===== config.mk =====
export PLATFORM = sky130hd
export DESIGN_NAME = chaos_keystream_xor
export DESIGN_NICKNAME = d
export VERILOG_FILES = /design/src/rtl/chaos_keystream_xor.sv
export SDC_FILE = /design/constraint.sdc
export NUM_CORES = 2
export LEC_CHECK = 0
export CORE_AREA = 2 2 636 638
export CTS_BUF_LIST = sky130_fd_sc_hd__clkbuf_8 sky130_fd_sc_hd__clkbuf_16
export DETAILED_ROUTE_END_ITERATION = 12
export DIE_AREA = 0 0 638 640
export DONT_BUFFER_PORTS = 1
export PLACE_DENSITY_LB_ADDON = 0.08
export SYNTH_ARGS = -nofsm -noshare
export SYNTH_HDL_FRONTEND = slang
export SYNTH_SLANG_ARGS = --single-unit

===== constraint.sdc =====
create_clock -name clk -period 3.3 [get_ports clk]
set_input_delay 0.825 -clock clk [delete_from_list [all_inputs] [get_ports clk]]
set_output_delay 0.825 -clock clk [all_outputs]
set_load 0.03 [all_outputs]

===== src/rtl/chaos_keystream_xor.sv =====
// Chaos keystream XOR stage.
// Captures the four 384-bit generator keys once the done flag has been seen
// on two consecutive edges, slices them into 48 32-bit keystream words and
// XORs one word onto each accepted word of a valid/ready stream. The same
// operation encrypts and decrypts.
module chaos_keystream_xor #(
  parameter bit WRAP_EN = 1'b1
) (
  input  logic         clk,
  input  logic         rst,
  input  logic [383:0] k1,
  input  logic [383:0] k2,
  input  logic [383:0] k3,
  input  logic [383:0] k4,
  input  logic         flag,
  input  logic [31:0]  in_data,
  input  logic         in_valid,
  output logic         in_ready,
  output logic [31:0]  out_data,
  output logic         out_valid,
  input  logic         out_ready,
  output logic         keys_loaded,
  output logic [5:0]   word_idx,
  output logic         exhausted
);

  localparam logic [5:0] LastWord = 6'd47;

  typedef enum logic [1:0] {
    StIdle,
    StArm,
    StRun,
    StDone
  } state_e;

  state_e          state;
  // Keys concatenated k1..k4, so word w sits at bits [1535-32*w -: 32].
  logic [1535:0]   key_reg;
  logic [31:0]     key_word;
  logic            accept;

  // Current keystream word, selected by the next-word index.
  always_comb begin
    key_word = key_reg[11'd1535 - {word_idx, 5'd0} -: 32];
  end

  // Accept only in RUN with a free (or draining) output register. Reset and a
  // dropped flag both discard the cycle, so no upstream word is lost silently.
  always_comb begin
    in_ready = !rst && flag && (state == StRun) && (!out_valid || out_ready);
    accept   = in_valid && in_ready;
  end

  // Control FSM, key capture and output register.
  always_ff @(posedge clk) begin
    if (rst) begin
      state       <= StIdle;
      key_reg     <= '0;
      out_data    <= '0;
      out_valid   <= 1'b0;
      keys_loaded <= 1'b0;
      word_idx    <= '0;
      exhausted   <= 1'b0;
    end else begin
      unique case (state)
        StIdle: begin
          if (flag) state <= StArm;
        end

        // One-cycle settle guard: flag must still be high before capture.
        StArm: begin
          if (flag) begin
            key_reg     <= {k1, k2, k3, k4};
            keys_loaded <= 1'b1;
            word_idx    <= '0;
            state       <= StRun;
          end else begin
            state <= StIdle;
          end
        end

        StRun, StDone: begin
          if (!flag) begin
            // Generator restarted: drop everything and wait for a new flag.
            state       <= StIdle;
            out_valid   <= 1'b0;
            keys_loaded <= 1'b0;
            exhausted   <= 1'b0;
            word_idx    <= '0;
          end else if (accept) begin
            out_data  <= in_data ^ key_word;
            out_valid <= 1'b1;
            if (word_idx == LastWord) begin
              if (WRAP_EN) begin
                word_idx <= '0;
              end else begin
                state     <= StDone;
                exhausted <= 1'b1;
              end
            end else begin
              word_idx <= word_idx + 6'd1;
            end
          end else if (out_valid && out_ready) begin
            out_valid <= 1'b0;
          end
        end

        default: state <= StIdle;
      endcase
    end
  end

endmodule


==> metrics.md <==
| Metric | Value |
|---|---|
| Post-synthesis area per instance | 8.353 um^2 |
| GR met3 Demand/Resource | 0.04168 |
| Met2 usage | 0.3706 |
| Row count | 233 |
| Setup slack after layout | -0.002801 ns |
| Post-synthesis sequential element count | 1578 |
| Total wire length after detailed routing | 433.2 mm |
| Cells after Synth | 7966 |
| Die outline width | 638 um |
| Setup violators final | 1 |
| Maximum fanout count along the critical path | 95 |
| Achievable clock frequency | 302.8 MHz |
| Launch point of the worst reg-to-reg path | word_idx[1] |
| Power, Total | 48.10 mW |
| Count of distinct cell types in the synthesized netlist | 48 |
| Biggest area consumer among synthesized cells | sky130_fd_sc_hd__dfxtp_1 |
| Part of the Yosys area used for sequential elements | 0.4747 |
| Final antenna-violating net count | 0 |
| Max FFs per register | 1536 |
| Layout overhead on the synthesized area | 41.44% |
| Category of the most critical setup path | in2out |
| Sort of element at the end of the critical path | output port |
| Total I/O pin count | 1615 |
| Instance area after placement | 74230 um^2 |
| Kind of start point of the critical path | primary input |
| Htree depth | 4 |
| Filler cell count in the final layout | 44060 |
| WP data arrival | 2.48 ns |
| Power per Cell Area | 511.1 nW/um^2 |
| Die H | 640 um |
| Post-place setup slack | -0.4603 ns |
| GR peak layer | met2 |
| Commonest cells after routing, fill and taps aside | 3192 x sky130_fd_sc_hd__nand2_1, 1576 x sky130_fd_sc_hd__a21oi_1, 1573 x sky130_fd_sc_hd__dfxtp_1, 1209 x sky130_fd_sc_hd__dlygate4sd3_1, 342 x sky130_fd_sc_hd__mux4_2 |
| Proportion of layout cells with a drive suffix above 1 | 0.1170 |
| Final hold viol count | 0 |
| First DRT Iteration DRCs | 4124 |
| TritonCTS Sinks | 1578 |
| Peak supply drop | 429.9 uV |
| Clock Pin Slew Worst Setup and Hold Paths | 0.06 ns |
| Final worst path period need | 3.303 ns |
| Worst clock skew | 0.06032 ns |
| Worst Hold Margin | 0.07648 ns |
| Warnings, synthesis | 0 |
| Worst min-delay path startpoint | k3[270] |
| Worst hold-check path type | in2reg |
| Global router's overall resource usage | 0.2017 |
| Start point of the critical path | rst |
| Reported leakage power | 31.23 nW |
| Congestion Overflow GR | 0 |
| Net count reported at finish | 10650 |
| Total non-filler cell area in the finished layout | 94120 um^2 |
| Root Buffer | sky130_fd_sc_hd__clkbuf_16 |
| Violated checks | setup timing |
| Number of global-route vias before repair | 63550 |
| Clock tree from TritonCTS | yes |
| Dominant synthesized flop cell | sky130_fd_sc_hd__dfxtp_1 |
| Skew-Pair Late Insertion Delay | 0.97 ns |
| EDFF count, synth | 0 |
| Post-detailed-placement half-perimeter wirelength | 338.6 mm |
| Maximum single-stage delay on the critical path | 0.31 ns |
| Period utilization | 1.001 |
| Number of antenna violations at the first check in global routing | 311 |
| Final total negative setup slack | -0.002801 ns |
| Count of buffers inserted at the top-level ports | 0 |
| Vias per cell | 4.320 |
| DIE AREA | 408300 um^2 |
| Non-filler cells in the finished layout | 14650 |
| Number of cells after detailed placement | 12910 |
| TritonCTS buffer count | 210 |
| Post-route DRC | 0 |
| Number of search-and-repair iterations in the first detailed-routing pass | 5 |
| Global-route wire length before repair | 565.7 mm |
| Most used cell along the critical path | sky130_fd_sc_hd__buf_16 |
| Worst relative slew slack | 0.1380 |
| Maximum buffer depth of the clock tree | 4 |
| Gpl congestion | 0.8214 |
| Fraction of the core area covered by cells at the end of the flow | 0.2344 |
| Global routing usage on met1 | 0.2360 |
| Post-synthesis cell area | 66540 um^2 |
| Fraction of registers with async set or reset after synthesis | 0 |
| Synthesized netlist net count | 9541 |
| Slowest stage cell, crit path | sky130_fd_sc_hd__buf_16 |
| Unrepaired setup endpoints after global routing | no |
| Initial Util | 0.1658 |
| Final slew viol count | 0 |
| Most common cell after layout, fill and taps aside | sky130_fd_sc_hd__nand2_1 |
| Transition time at the pin with the least slew margin | 1.293 ns |
| Result of the run | finished, violations left |
| Routed vias | 63270 |
| Max Cap Viol | 0 |
| Top cells by area, synth | sky130_fd_sc_hd__dfxtp_1 47%, sky130_fd_sc_hd__nand2_1 18%, sky130_fd_sc_hd__a21oi_1 12%, sky130_fd_sc_hd__mux4_2 12%, sky130_fd_sc_hd__clkbuf_1 3.0% |
| Total core area | 401400 um^2 |
| Maximum number of pins on one net before global-route repair | 1571 |
| CP Cell Sequence | buf_16 -> buf_16 -> buf_16 -> nand2b_1 -> buf_4 -> nor3_2 -> buf_6 |
| Post-DR wirelength/cell | 29.58 um |
| Top-area cell type share of the netlist area | 0.4747 |
| Worst Path Required | 2.47 ns |
final cells by class:
| cell class | count | area [um^2] | share of cell area |
|---|---|---|---|
| repair buffers | 1567 | 16360 | 0.1738 |
| clock inverters | 117 | 963.4 | 0.01024 |
| well taps | 5287 | 6615 | 0.07029 |
| flip-flops and latches | 1578 | 31610 | 0.3358 |
| multi-input cells | 5708 | 32340 | 0.3436 |
| inverters | 5 | 26.28 | 0.0002792 |
| clock buffers | 254 | 5883 | 0.06251 |
| diodes | 130 | 325.3 | 0.003456 |
cells in the mapped netlist, types with 25 or more instances:
| library cell | number |
|---|---|
| sky130_fd_sc_hd__mux2_2 | 27 |
| sky130_fd_sc_hd__o21ai_0 | 54 |
| sky130_fd_sc_hd__dfxtp_1 | 1578 |
| sky130_fd_sc_hd__o22ai_1 | 27 |
| sky130_fd_sc_hd__mux2i_1 | 190 |
| sky130_fd_sc_hd__mux4_2 | 342 |
| sky130_fd_sc_hd__a211oi_1 | 25 |
| sky130_fd_sc_hd__a221oi_1 | 26 |
| sky130_fd_sc_hd__a21oi_1 | 1577 |
| sky130_fd_sc_hd__buf_1 | 57 |
| sky130_fd_sc_hd__nor3_1 | 34 |
| sky130_fd_sc_hd__nand3_1 | 31 |
| sky130_fd_sc_hd__nand2_1 | 3194 |
| sky130_fd_sc_hd__clkbuf_1 | 534 |
| sky130_fd_sc_hd__nor2_1 | 43 |
| sky130_fd_sc_hd__buf_2 | 60 |
worst paths after layout:
check / endpoint / slack (ns) / depth (start not counted)
setup / recovery: in_ready / -0.003 / 7
hold / removal: key_reg[654] / 0.08 / 2
setup reg to reg: out_data[22] / 0.08 / 10
hold reg to reg: key_reg[23] / 0.45 / 2
cell families after synthesis:
| logic type | count (synthesis) | synth area share |
|---|---|---|
| and+or+nand+nor | 3360 | 0.1936 |
| AOI/OAI and AO/OA | 1769 | 0.1387 |
| DFF | 1578 | 0.4747 |
| buffers and inverters | 680 | 0.04140 |
| muxes | 559 | 0.1489 |
| xor gates and xnor gates | 17 | 0.002238 |
| adders and majority gates | 2 | 0.0003760 |
| other | 1 | 0.00005635 |
where the power goes:
group / internal [mW] / switching, mW / total [mW]
combinational: 2.07 / 2.60 / 4.67
sequential: 19.7 / 0.419 / 20.1
clock: 13.4 / 9.97 / 23.3
total: 35.1 / 13.0 / 48.1
routing by layer:
metal / up-vias / share of wire
met2: 1875 / 0.52
met3: 709 / 0.052
li1: 29370 / -
met1: 31200 / 0.40
met4: 124 / 0.029
met5: - / 0.0018
worst max-delay path: cells and delay by family:
kind,cells,cell delay [ns]
buffers and inverters,5,0.99
AND/OR/NAND/NOR,2,0.40
repair_timing:
action	4_1_cts	5_1_grt
setup endpoints to repair	23	245
buffers inserted	4	7
hold endpoints to repair	1207	126
gates resized for setup	11	9
hold buffers	1208	2
gates cloned	0	8
Note: power is estimated with default switching activity, not from simulation.
